File: config.mk
export PLATFORM = sky130hd
export DESIGN_NAME = y_demux_stream
export DESIGN_NICKNAME = d
export VERILOG_FILES = /design/src/rtl/y_demux_pkg.sv /design/src/rtl/y_demux_slot.sv /design/src/rtl/y_demux_stream.sv
export SDC_FILE = /design/constraint.sdc
export NUM_CORES = 1
export LEC_CHECK = 0
export CORE_ASPECT_RATIO = 0.6
export CORE_MARGIN = 2
export CORE_UTILIZATION = 45
export DETAILED_ROUTE_END_ITERATION = 16
export GPL_TIMING_DRIVEN = 0
export PLACE_DENSITY = 0.86
export SLEW_MARGIN = 5
export SYNTH_ARGS = -nofsm -noshare
export SYNTH_HDL_FRONTEND = slang
export SYNTH_SLANG_ARGS = --single-unit
File: constraint.sdc
create_clock -name i_clk -period 2.8 [get_ports i_clk]
set_input_delay 0.42 -clock i_clk [delete_from_list [all_inputs] [get_ports i_clk]]
set_output_delay 0.42 -clock i_clk [all_outputs]
set_load 0.01 [all_outputs]
File: src/rtl/y_demux_pkg.sv
// y_demux_pkg: shared types and constants for the y_demux_stream block.
//   slot_state_t : per-channel slot FSM encoding
//   DROP_W       : width of the saturating drop counter
//   XFER_W       : width of each per-channel transfer counter (Y_DEMUX_STATS_EN)
//   sel_width()  : select width for a channel count, never below 1
package y_demux_pkg;

    typedef enum logic {
        SLOT_EMPTY = 1'b0,
        SLOT_FULL  = 1'b1
    } slot_state_t;

    localparam int DROP_W = 8;
    localparam int XFER_W = 16;

    function automatic int sel_width(input int n);
        return (n <= 2) ? 1 : $clog2(n);
    endfunction

endpackage

File: src/rtl/y_demux_slot.sv
// y_demux_slot: one-entry registered output slot with valid/ready semantics.
//   i_clk, i_rst_n : clock, asynchronous active-low reset
//   i_load         : write i_data into the slot this cycle
//   i_drain        : consumer ready; empties a full slot unless refilled
//   i_data         : word to load
//   o_full/o_valid : slot holds a word
//   o_data         : held word (cleared only by reset)
//
// state      | meaning
// SLOT_EMPTY | no word held, o_valid low
// SLOT_FULL  | word held and presented, o_data stable until drained
module y_demux_slot
    import y_demux_pkg::*;
#(
    parameter int WIDTH = 32
) (
    input  logic             i_clk,
    input  logic             i_rst_n,
    input  logic             i_load,
    input  logic             i_drain,
    input  logic [WIDTH-1:0] i_data,
    output logic             o_full,
    output logic             o_valid,
    output logic [WIDTH-1:0] o_data
);

    slot_state_t      r_state;
    slot_state_t      w_state_nxt;
    logic [WIDTH-1:0] r_data;

    always_ff @(posedge i_clk or negedge i_rst_n) begin
        if (!i_rst_n) begin
            r_state <= SLOT_EMPTY;
            r_data  <= '0;
        end else begin
            r_state <= w_state_nxt;
            if (i_load) begin
                r_data <= i_data;
            end
        end
    end

    // A load into a full slot is only granted alongside a drain, so the
    // refill case simply stays FULL with the new word.
    always_comb begin
        w_state_nxt = r_state;
        case (r_state)
            SLOT_EMPTY: if (i_load) w_state_nxt = SLOT_FULL;
            SLOT_FULL:  if (i_drain && !i_load) w_state_nxt = SLOT_EMPTY;
            default:    w_state_nxt = SLOT_EMPTY;
        endcase
    end

    always_comb begin
        o_full  = (r_state == SLOT_FULL);
        o_valid = (r_state == SLOT_FULL);
        o_data  = r_data;
    end

endmodule

File: src/rtl/y_demux_stream.sv
// y_demux_stream: 1-to-NOUT stream demultiplexer with one registered slot per channel.
//   i_clk, i_rst_n : clock, asynchronous active-low reset
//   i_in_valid     : input word present
//   o_in_ready     : input accepted this cycle when high together with i_in_valid
//   i_in_data      : input word
//   i_in_sel       : destination channel; values >= NOUT are dropped
//   o_out_valid    : per-channel word present (registered)
//   i_out_ready    : per-channel consumer ready
//   o_out_data     : channel k on bits [k*WIDTH +: WIDTH]
//   o_drop_cnt     : saturating count of words dropped for an invalid select
//   o_xfer_cnt     : per-channel 16-bit wrapping count of completed output
//                    handshakes, present only when Y_DEMUX_STATS_EN is defined
module y_demux_stream
    import y_demux_pkg::*;
#(
    parameter  int WIDTH = 32,
    parameter  int NOUT  = 4,
    localparam int SEL_W = sel_width(NOUT)
) (
    input  logic                  i_clk,
    input  logic                  i_rst_n,
    input  logic                  i_in_valid,
    output logic                  o_in_ready,
    input  logic [WIDTH-1:0]      i_in_data,
    input  logic [SEL_W-1:0]      i_in_sel,
    output logic [NOUT-1:0]       o_out_valid,
    input  logic [NOUT-1:0]       i_out_ready,
    output logic [NOUT*WIDTH-1:0] o_out_data,
`ifdef Y_DEMUX_STATS_EN
    output logic [NOUT*XFER_W-1:0] o_xfer_cnt,
`endif
    output logic [DROP_W-1:0]     o_drop_cnt
);

    logic [NOUT-1:0]   w_full;
    logic [NOUT-1:0]   w_valid;
    logic [NOUT-1:0]   w_load;
    logic              w_sel_ok;
    logic              w_sel_full;
    logic              w_sel_ordy;
    logic              w_in_ready;
    logic              w_drop;
    logic [DROP_W-1:0] r_drop;

    // One extra bit so NOUT itself is representable when NOUT is a power of 2.
    assign w_sel_ok = ({1'b0, i_in_sel} < (SEL_W+1)'(NOUT));

    // in_ready looks only at the selected channel, so a stalled channel never
    // blocks traffic to the others.
    always_comb begin
        w_sel_full = 1'b0;
        w_sel_ordy = 1'b0;
        w_load     = '0;
        for (int k = 0; k < NOUT; k++) begin
            if (i_in_sel == SEL_W'(k)) begin
                w_sel_full = w_full[k];
                w_sel_ordy = i_out_ready[k];
            end
        end
        w_in_ready = ~w_sel_ok | ~w_sel_full | w_sel_ordy;
        for (int k = 0; k < NOUT; k++) begin
            w_load[k] = i_in_valid & w_sel_ok & (i_in_sel == SEL_W'(k)) & w_in_ready;
        end
    end

    assign o_in_ready = w_in_ready;

    for (genvar k = 0; k < NOUT; k++) begin : g_slot
        y_demux_slot #(
            .WIDTH (WIDTH)
        ) u_slot (
            .i_clk   (i_clk),
            .i_rst_n (i_rst_n),
            .i_load  (w_load[k]),
            .i_drain (i_out_ready[k]),
            .i_data  (i_in_data),
            .o_full  (w_full[k]),
            .o_valid (w_valid[k]),
            .o_data  (o_out_data[k*WIDTH +: WIDTH])
        );
    end

    assign o_out_valid = w_valid;

    assign w_drop = i_in_valid & ~w_sel_ok;

    always_ff @(posedge i_clk or negedge i_rst_n) begin
        if (!i_rst_n) begin
            r_drop <= '0;
        end else if (w_drop && (r_drop != {DROP_W{1'b1}})) begin
            r_drop <= r_drop + DROP_W'(1);
        end
    end

    assign o_drop_cnt = r_drop;

`ifdef Y_DEMUX_STATS_EN
    logic [XFER_W-1:0] r_xfer [NOUT];

    for (genvar k = 0; k < NOUT; k++) begin : g_xfer
        always_ff @(posedge i_clk or negedge i_rst_n) begin
            if (!i_rst_n) begin
                r_xfer[k] <= '0;
            end else if (w_valid[k] && i_out_ready[k]) begin
                r_xfer[k] <= r_xfer[k] + XFER_W'(1);
            end
        end
        assign o_xfer_cnt[k*XFER_W +: XFER_W] = r_xfer[k];
    end
`else
    // Transfer statistics not built.
`endif

endmodule

==> results.py, run 1 <==
metrics = {
    "min_path": {
        "hold_path.class": "in -> async",
    },
    "synthesis": {
        "ys_seq_area_share_pct": 64.8,
        "yosysWarnings": 0,
        "netlist_instances": 305,
        "synth.cell_area_um2": 5090,
        "syn_avg_cell_area_um2": 16.7,
        "ys_types": 18,
        "synth_seq_cells": 132,
    },
    "clock_network": {
        "tritoncts": "done",
        "cts_sinks": 132,
        "clock-root-buffer": "clkbuf_16",
        "ctsResizeCount": 0,
        "clk_pin_slew_ns": 0.06,
        "cts_htree_levels": 4,
        "clk_latency_ns": 0.40,
        "post-cts-setup-buffer-count": 0,
        "numCtsBuffers": 17,
        "clockBufferDepth": 2,
        "cts_hold_buf": 0,
    },
    "floorplan": {
        "die_x_um": 141,
        "num_io_pins": 182,
        "initial_core_util_pct": 45.7,
        "coreArea_um2": 11100,
        "dieArea_um2": 12200,
        "dieHeight_um": 86.4,
        "row_count": 30,
    },
    "layout": {
        "final_nets": 545,
        "final_cell_mix": "clkdlybuf4s50_1, dfrtp_1, mux2_2, clkbuf_16, buf_4",
        "num-fill-cells": 749,
        "diodes": 0,
        "area_delta_synth_final_pct": 51.6,
        "drive_above_1_share_pct": 36.2,
        "layout.cells.most_common": "clkdlybuf4s50_1",
        "fin_util_pct": 69.2,
    },
    "power": {
        "ir_drop_mv": 0.584,
        "power_leakage_uw": 0.00330,
        "power_density_nw_per_um2": 858,
    },
    "critical_path": {
        "cpMostUsedCell": "clkdlybuf4s50_1",
        "end_kind": "output pin",
        "arrival_ns": 1.99,
        "max_stage_delay_ns": 0.50,
        "startpoint_type": "primary input",
        "path_max_fanout": 3,
        "path_delay_family": "buffers and inverters",
        "critical_path.slowest_cell": "clkdlybuf4s50_1",
        "required_ns": 2.38,
        "cp_cell_sequence": "clkdlybuf4s50_1 > nand2b_1 > mux4_2 > clkdlybuf4s50_1",
        "criticalPathCategory": "in -> out",
        "critPathBufInv": 2,
    },
    "detailed_routing": {
        "viasPerCell": 4.87,
        "wl_per_cell_um": 18.6,
        "drtPass1Iterations": 4,
        "drtIter0Drc": 104,
        "routed_wl_mm": 12.3,
        "dr_total_vias": 3220,
        "postRouteAntennaNets": 0,
        "drc_errors": 0,
    },
    "placed_design": {
        "hpwl_mm": 8.86,
        "gp_congestion": 0.768,
        "preCtsSetupSlack_ns": 0.383,
        "port_buffers": 172,
    },
    "sta": {
        "max_freq_mhz": 415,
        "finalHoldViolCount": 0,
        "relSlewSlack_pct": 53.5,
        "skew_ns": 0.00688,
        "worst_pin_slew_ns": 0.697,
        "setup_viol_count_final": 0,
        "maxSlewViolCount": 0,
        "post-route-period-util_pct": 86.0,
        "period_minus_slack_ns": 2.41,
        "fin_setup_tns_ns": 0,
        "rsz0062_at_grt": "false",
        "fin_ws_ns": 0.391,
    },
    "grt": {
        "antenna_found_initial": 0,
        "grt_max_degree": 77,
        "grt_pass1_vias": 3528,
        "gr-usage-all-layers_pct": 20.9,
        "grt_pass1_wl_mm": 19.3,
        "overflow": 0,
    },
    "job": {
        "timing.max_cap.violations": 0,
    },
    "status": {
        "status": "finished, final reports clean",
    },
}
-- cells in the mapped netlist, drive strengths merged --
library cell  count  share of area [%]
nor2b             2               0.29
nand2             5               0.37
buf              26                4.2
conb              1              0.074
and3              1               0.12
dfrtp           132                 65
mux4              1               0.44
nand2b            4               0.49
nor3b             1               0.37
o21ai             1              0.098
nand3             1              0.098
clkbuf            1              0.098
mux2            128                 28
nand3b            1               0.15
-- cell type report --
class | instances | area (µm²) | area share (%)
tap | 144 | 180 | 2.33
multi-input combinational | 153 | 1600 | 20.7
clock inverter | 11 | 199 | 2.58
sequential | 132 | 3300 | 42.8
timing repair buffer | 173 | 1750 | 22.7
buffer | 27 | 221 | 2.87
clock buffer | 21 | 470 | 6.09
-- through the flow --
step	cells	instance area [µm²]	hold WS [ns]	total power [µW]
after floorplan	312	5120	0.124	3140
final	661	7720	0.0425	6630
after CTS	661	7720	0.0622	6700
after global placement	628	7020	0.467	4130
after global routing	661	7720	0.0953	6910
after detailed placement	629	7050	0.477	4210
-- where the power goes --
group          leakage [µW]  internal (µW)  switching, µW
clock network      0.000327           1660            805
logic               0.00140           1040            602
registers           0.00157           2310            219
total               0.00330           5000           1630
-- layer usage --
layer  wire length [µm]  GRT usage, %  share of wire, %  vias up
met2               5820          34.1                47      113
met3               1040          8.84               8.4       13
met5                  0             0                 0        -
met4                132          5.91               1.1        0
met1               5310          26.0                43     1641
li1                   -             -                 -     1453
-- worst paths after layout --
kind / startpoint / endpoint / slack (ns) / cells past startpoint
hold / removal: i_rst_n / g_slot[0].u_slot.o_data[28] / 0.04 / 1
setup reg to reg: g_slot[0].u_slot.o_full / g_slot[0].u_slot.o_data[4] / 1.21 / 4
hold reg to reg: g_slot[2].u_slot.o_data[6] / g_slot[2].u_slot.o_data[6] / 0.48 / 1
max in group asynchronous: i_rst_n / g_slot[1].u_slot.o_data[19] / 2.04 / 2
setup / recovery: i_out_ready[0] / o_in_ready / 0.39 / 4
min in group i_clk: i_in_sel[1] / g_slot[2].u_slot.o_full / 0.33 / 3
-- sequential cells by signal (all words and copies together), names as in the netlist --
register and flops:
g_slot.u_slot.o_data 128, g_slot.u_slot.o_full 4
-- cell families (layout without fill, tap and decap cells) --
family	count (synthesis)	count (layout)	synth area share, %
flip-flops	132	132	64.8
multiplexers	129	129	28.7
buffers and inverters	27	232	4.35
AND/OR/NAND/NOR	15	15	1.89
other	1	8	0.0736
AO/OA/AOI/OAI	1	1	0.0982
Note: power is estimated with default switching activity, not from simulation.
==> run 2, diff against run 1 <==
--- a/config.mk
+++ b/config.mk
@@ -7,10 +7,10 @@
 export LEC_CHECK = 0
 export CORE_ASPECT_RATIO = 0.6
 export CORE_MARGIN = 2
-export CORE_UTILIZATION = 45
+export CORE_UTILIZATION = 40
 export DETAILED_ROUTE_END_ITERATION = 16
 export GPL_TIMING_DRIVEN = 0
-export PLACE_DENSITY = 0.86
+export PLACE_DENSITY = 0.82
 export SLEW_MARGIN = 5
 export SYNTH_ARGS = -nofsm -noshare
 export SYNTH_HDL_FRONTEND = slang
==> constraint.sdc (replaced) <==
create_clock -name i_clk -period 2.2 [get_ports i_clk]
set_input_delay 0.33 -clock i_clk [delete_from_list [all_inputs] [get_ports i_clk]]
set_output_delay 0.33 -clock i_clk [all_outputs]
set_load 0.01 [all_outputs]
==> results.py, run 2 (synthesis results as in run 1) <==
metrics = {
    "status": {
        "status": "finished, final reports clean",
    },
    "min_path": {
        "hold_path.class": "in -> reg",
    },
    "critical_path": {
        "criticalPathCategory": "in -> out",
        "cp_cell_sequence": "clkdlybuf4s50_1 > nand2b_1 > mux4_2 > dlygate4sd2_1",
        "arrival_ns": 1.71,
        "max_stage_delay_ns": 0.47,
        "required_ns": 1.87,
        "end_kind": "output pin",
        "critical_path.slowest_cell": "mux4_2",
        "rrSetupSlack_ns": 0.54,
        "startpoint_type": "primary input",
        "path_max_fanout": 3,
    },
    "detailed_routing": {
        "postRouteAntennaNets": 0,
        "dr_total_vias": 3271,
        "drtIter0Drc": 104,
        "routed_wl_mm": 12.4,
        "drtPass1Iterations": 4,
        "viasPerCell": 4.80,
        "drc_errors": 0,
        "wl_per_cell_um": 18.1,
    },
    "placed_design": {
        "place_inst": 650,
        "hpwl_mm": 8.89,
        "port_buffers": 172,
        "gp_congestion": 0.752,
    },
    "sta": {
        "finalHoldViolCount": 0,
        "worst_pin_slew_ns": 0.578,
        "skew_ns": 0.00610,
        "setup_viol_count_final": 0,
        "fin_setup_tns_ns": 0,
        "relSlewSlack_pct": 61.5,
        "rsz0062_at_grt": "false",
        "max_freq_mhz": 491,
        "maxSlewViolCount": 0,
        "period_minus_slack_ns": 2.04,
        "holdWs_ns": 0.245,
        "post-route-period-util_pct": 92.5,
    },
    "layout": {
        "largest_reg_flops": 128,
        "num-fill-cells": 915,
        "instances_no_fill": 682,
        "multi_input_comb_area_um2": 1600,
        "final_nets": 546,
        "layout.cells.most_common": "clkdlybuf4s50_1",
        "register_area_um2": 3300,
        "area_delta_synth_final_pct": 51.5,
        "drive_above_1_share_pct": 36.2,
        "final_cell_mix": "clkdlybuf4s50_1, dfrtp_1, mux2_2, clkbuf_16, buf_4",
        "fin_util_pct": 63.0,
        "diodes": 0,
    },
    "power": {
        "power.switching_uw": 2050,
        "pwr-share-seq_pct": 38.9,
        "p_int_uw": 6210,
        "swShare_pct": 24.8,
        "power_uw": 8260,
        "ir_drop_mv": 0.532,
        "power_leakage_uw": 0.00327,
        "pwr-share-comb_pct": 25.2,
        "pwr-share-clk_pct": 35.9,
        "power_density_nw_per_um2": 1070,
    },
    "grt": {
        "grt.met1_usage_pct": 24.1,
        "overflow": 0,
        "grt_max_degree": 71,
        "gr-usage-met2_pct": 29.2,
        "grt_pass1_vias": 3570,
        "use_met3_pct": 9.85,
        "busiest_layer": "met2",
        "grt_pass1_wl_mm": 19.9,
        "gr-usage-all-layers_pct": 19.1,
        "antenna_found_initial": 0,
    },
    "clock_network": {
        "clockBufferDepth": 2,
        "clk_latency_ns": 0.40,
        "clk_pin_slew_ns": 0.06,
        "numCtsBuffers": 17,
        "cts_sinks": 132,
        "clock-root-buffer": "clkbuf_16",
        "cts_htree_levels": 4,
        "tritoncts": "done",
    },
    "floorplan": {
        "dieArea_um2": 13700,
        "coreArea_um2": 12300,
        "initial_core_util_pct": 41.6,
        "dieHeight_um": 91.4,
        "num_io_pins": 182,
        "row_count": 31,
        "die_x_um": 150,
    },
    "job": {
        "timing.max_cap.violations": 0,
    },
}
-- run 2: final cells by class --
type	instances	area share, %
repair buffers	174	22.8
clock buffers	19	5.87
clock inverters	12	2.32
multi-input cells	153	20.7
flip-flops and latches	132	42.8
well taps	165	2.68
plain buffers	27	2.87
-- run 2: critical path, delay by kind of cell --
| kind | cells | cell delay [ns] |
|---|---|---|
| buffers and inverters | 2 | 0.70 |
| muxes | 1 | 0.47 |
| and+or+nand+nor | 1 | 0.19 |
-- run 2: final timing paths --
kind | from | end | depth (start not counted)
max in group asynchronous | i_rst_n | g_slot[3].u_slot.o_data[20] | 3
max | i_out_ready[0] | o_in_ready | 4
max reg2reg | g_slot[0].u_slot.o_full | g_slot[0].u_slot.o_data[6] | 4
min in group asynchronous | i_rst_n | g_slot[2].u_slot.o_data[4] | 2
min reg2reg | g_slot[1].u_slot.o_data[5] | g_slot[1].u_slot.o_data[5] | 1
min | i_in_sel[1] | g_slot[2].u_slot.o_full | 3
-- run 2: timing repair --
item,4_1_cts,5_1_grt
hold buffers,1,0
hold endpoints to repair,62,0
gates resized for setup,1,0
buffers inserted,0,0
endpoints found under the setup margin,1,0
-- run 2: per-stage QoR --
| stage | worst slack (ns) | area, µm² |
|---|---|---|
| final | 0.165 | 7720 |
| after global routing | 0.133 | 7720 |
| after CTS | 0.173 | 7720 |
| after detailed placement | -0.0280 | 7080 |
| after global placement | -4.03 | 7050 |
| after floorplan | 0.741 | 5120 |
-- run 2: routing by layer --
| layer | share of wire, % | wire length (µm) |
|---|---|---|
| met5 | 0 | 0 |
| met4 | 1.0 | 128 |
| met3 | 11 | 1320 |
| met2 | 45 | 5610 |
| met1 | 43 | 5320 |
-- run 2: power by group through the flow --
stage | registers [µW] | logic, µW | clock network [µW]
6_report | 3210 | 2090 | 2960
5_1_grt | 3280 | 2210 | 3180
4_1_cts | 3220 | 2120 | 3040
3_5_place_dp | 3250 | 2100 | 0
3_3_place_gp | 3210 | 2050 | 0
2_1_floorplan | 3450 | 540 | 0
==> run 3, diff against run 2 <==
--- a/config.mk
+++ b/config.mk
@@ -5,12 +5,13 @@
 export SDC_FILE = /design/constraint.sdc
 export NUM_CORES = 1
 export LEC_CHECK = 0
+export CAP_MARGIN = 20
 export CORE_ASPECT_RATIO = 0.6
 export CORE_MARGIN = 2
 export CORE_UTILIZATION = 40
 export DETAILED_ROUTE_END_ITERATION = 16
 export GPL_TIMING_DRIVEN = 0
-export PLACE_DENSITY = 0.82
+export PLACE_DENSITY = 0.76
 export SLEW_MARGIN = 5
 export SYNTH_ARGS = -nofsm -noshare
 export SYNTH_HDL_FRONTEND = slang
==> results.py, run 3 (synthesis results as in run 1) <==
metrics = {
    "clock_network": {
        "clk_pin_slew_ns": 0.06,
        "tritoncts": "done",
        "cts_sinks": 132,
        "clock-root-buffer": "clkbuf_16",
        "cts_htree_levels": 4,
        "clk_latency_ns": 0.40,
        "post-cts-setup-buffer-count": 0,
        "numCtsBuffers": 17,
        "clockBufferDepth": 2,
    },
    "min_path": {
        "min_from": "i_in_sel[1]",
        "min_path_cells": 3,
        "hold_path.class": "in -> reg",
        "whs_endpoint": "g_slot[2].u_slot.o_full",
    },
    "sta": {
        "skew_ns": 0.00762,
        "setup_viol_count_final": 0,
        "maxSlewViolCount": 0,
        "rsz0062_at_grt": "false",
        "finalHoldViolCount": 0,
        "max_freq_mhz": 497,
        "post-route-period-util_pct": 91.5,
        "period_minus_slack_ns": 2.01,
        "holdWs_ns": 0.236,
    },
    "critical_path": {
        "required_ns": 1.87,
        "startpoint_type": "primary input",
        "r2r_cells": 4,
        "end_kind": "output pin",
        "r2r_start": "g_slot[0].u_slot.o_full",
        "r2r_end": "g_slot[0].u_slot.o_data[9]",
        "criticalPathCategory": "in -> out",
        "rrSetupSlack_ns": 0.61,
        "arrival_ns": 1.68,
        "path_max_fanout": 3,
    },
    "placed_design": {
        "port_buffers": 172,
        "hpwl_mm": 8.89,
        "dpl_cell_area_um2": 7080,
        "gp_congestion": 0.777,
    },
    "floorplan": {
        "initial_core_util_pct": 41.6,
        "num_io_pins": 182,
        "dieArea_um2": 13700,
        "coreArea_um2": 12300,
        "die_x_um": 150,
        "dieHeight_um": 91.4,
        "row_count": 31,
    },
    "power": {
        "power_leakage_uw": 0.00327,
        "power_density_nw_per_um2": 1060,
        "ir_drop_mv": 0.674,
        "power_uw": 8190,
    },
    "layout": {
        "num-fill-cells": 932,
        "stdcell_area_um2": 7700,
        "area_delta_synth_final_pct": 51.3,
        "final_cell_mix": "clkdlybuf4s50_1, dfrtp_1, mux2_2, clkbuf_16, buf_4",
        "largest_reg_flops": 128,
        "drive_above_1_share_pct": 36.2,
        "layout.cells.most_common": "clkdlybuf4s50_1",
        "final_nets": 546,
    },
    "detailed_routing": {
        "dr_total_vias": 3250,
        "viasPerCell": 4.76,
        "drc_errors": 0,
        "drtPass1Iterations": 4,
        "routed_wl_mm": 12.5,
        "wl_per_cell_um": 18.2,
        "drtIter0Drc": 43,
        "postRouteAntennaNets": 0,
    },
    "grt": {
        "grt_pass1_vias": 3498,
        "grt_pass1_wl_mm": 19.6,
        "overflow": 0,
        "antenna_found_initial": 1,
        "gr-usage-all-layers_pct": 19.0,
        "grt_max_degree": 87,
    },
    "job": {
        "timing.max_cap.violations": 0,
    },
    "status": {
        "status": "finished, final reports clean",
    },
}
run 3: cell type report:
class / count / area [µm²] / area share [%]
timing repair buffer: 174 / 1760 / 22.8
clock inverter: 11 / 150 / 1.95
multi-input combinational: 153 / 1600 / 20.7
clock buffer: 20 / 467 / 6.06
buffer: 27 / 221 / 2.87
tap: 165 / 206 / 2.68
antenna: 1 / 2.50 / 0.0325
sequential: 132 / 3300 / 42.9
run 3: worst max-delay path by stage:
stage                         startpoint                           to  slack, ns  depth (start not counted)
after detailed placement  i_out_ready[0]                   o_in_ready      -0.02                          4
after CTS                 i_out_ready[0]                   o_in_ready       0.19                          4
final                     i_out_ready[0]                   o_in_ready       0.19                          4
after global routing      i_out_ready[0]                   o_in_ready       0.14                          4
after global placement           i_rst_n  g_slot[3].u_slot.o_data[16]      -4.17                          1
after floorplan              i_in_sel[1]  g_slot[3].u_slot.o_data[10]       0.74                          6
run 3: repair_timing:
item	CTS	global route
gates resized for setup	1	0
hold buffers	1	0
endpoints found under the hold margin	46	0
endpoints found under the setup margin	1	0
run 3: per-stage QoR:
stage	cells	utilization, %	worst slack (ns)	setup TNS, ns
floorplan	312	-	0.741	0
global placement	649	57.5	-4.17	-549.24
global route	682	62.8	0.136	0
finish	683	62.9	0.188	0
CTS	682	62.8	0.186	0
detailed placement	650	57.7	-0.0212	-0.0212
run 3: critical path: stages:
cell,delay [ns]
clkdlybuf4s50_1,0.39
nand2b_1,0.19
mux4_2,0.47
dlygate4sd2_1,0.31
run 3: power by group:
group | total (µW) | leakage (µW) | switching [µW] | internal (µW)
registers | 3210 | 0.00157 | 272 | 2930
logic | 2080 | 0.00140 | 767 | 1320
clock network | 2900 | 0.000299 | 1030 | 1870
run 3: routing by layer:
metal	vias up	GRT usage (%)	share of wire, %	wire (µm)
met5	-	0	0	0
met4	0	4.87	0.63	79
met3	9	10.3	12	1470
met2	125	29.6	46	5670
met1	1648	23.2	42	5230
li1	1468	-	-	-
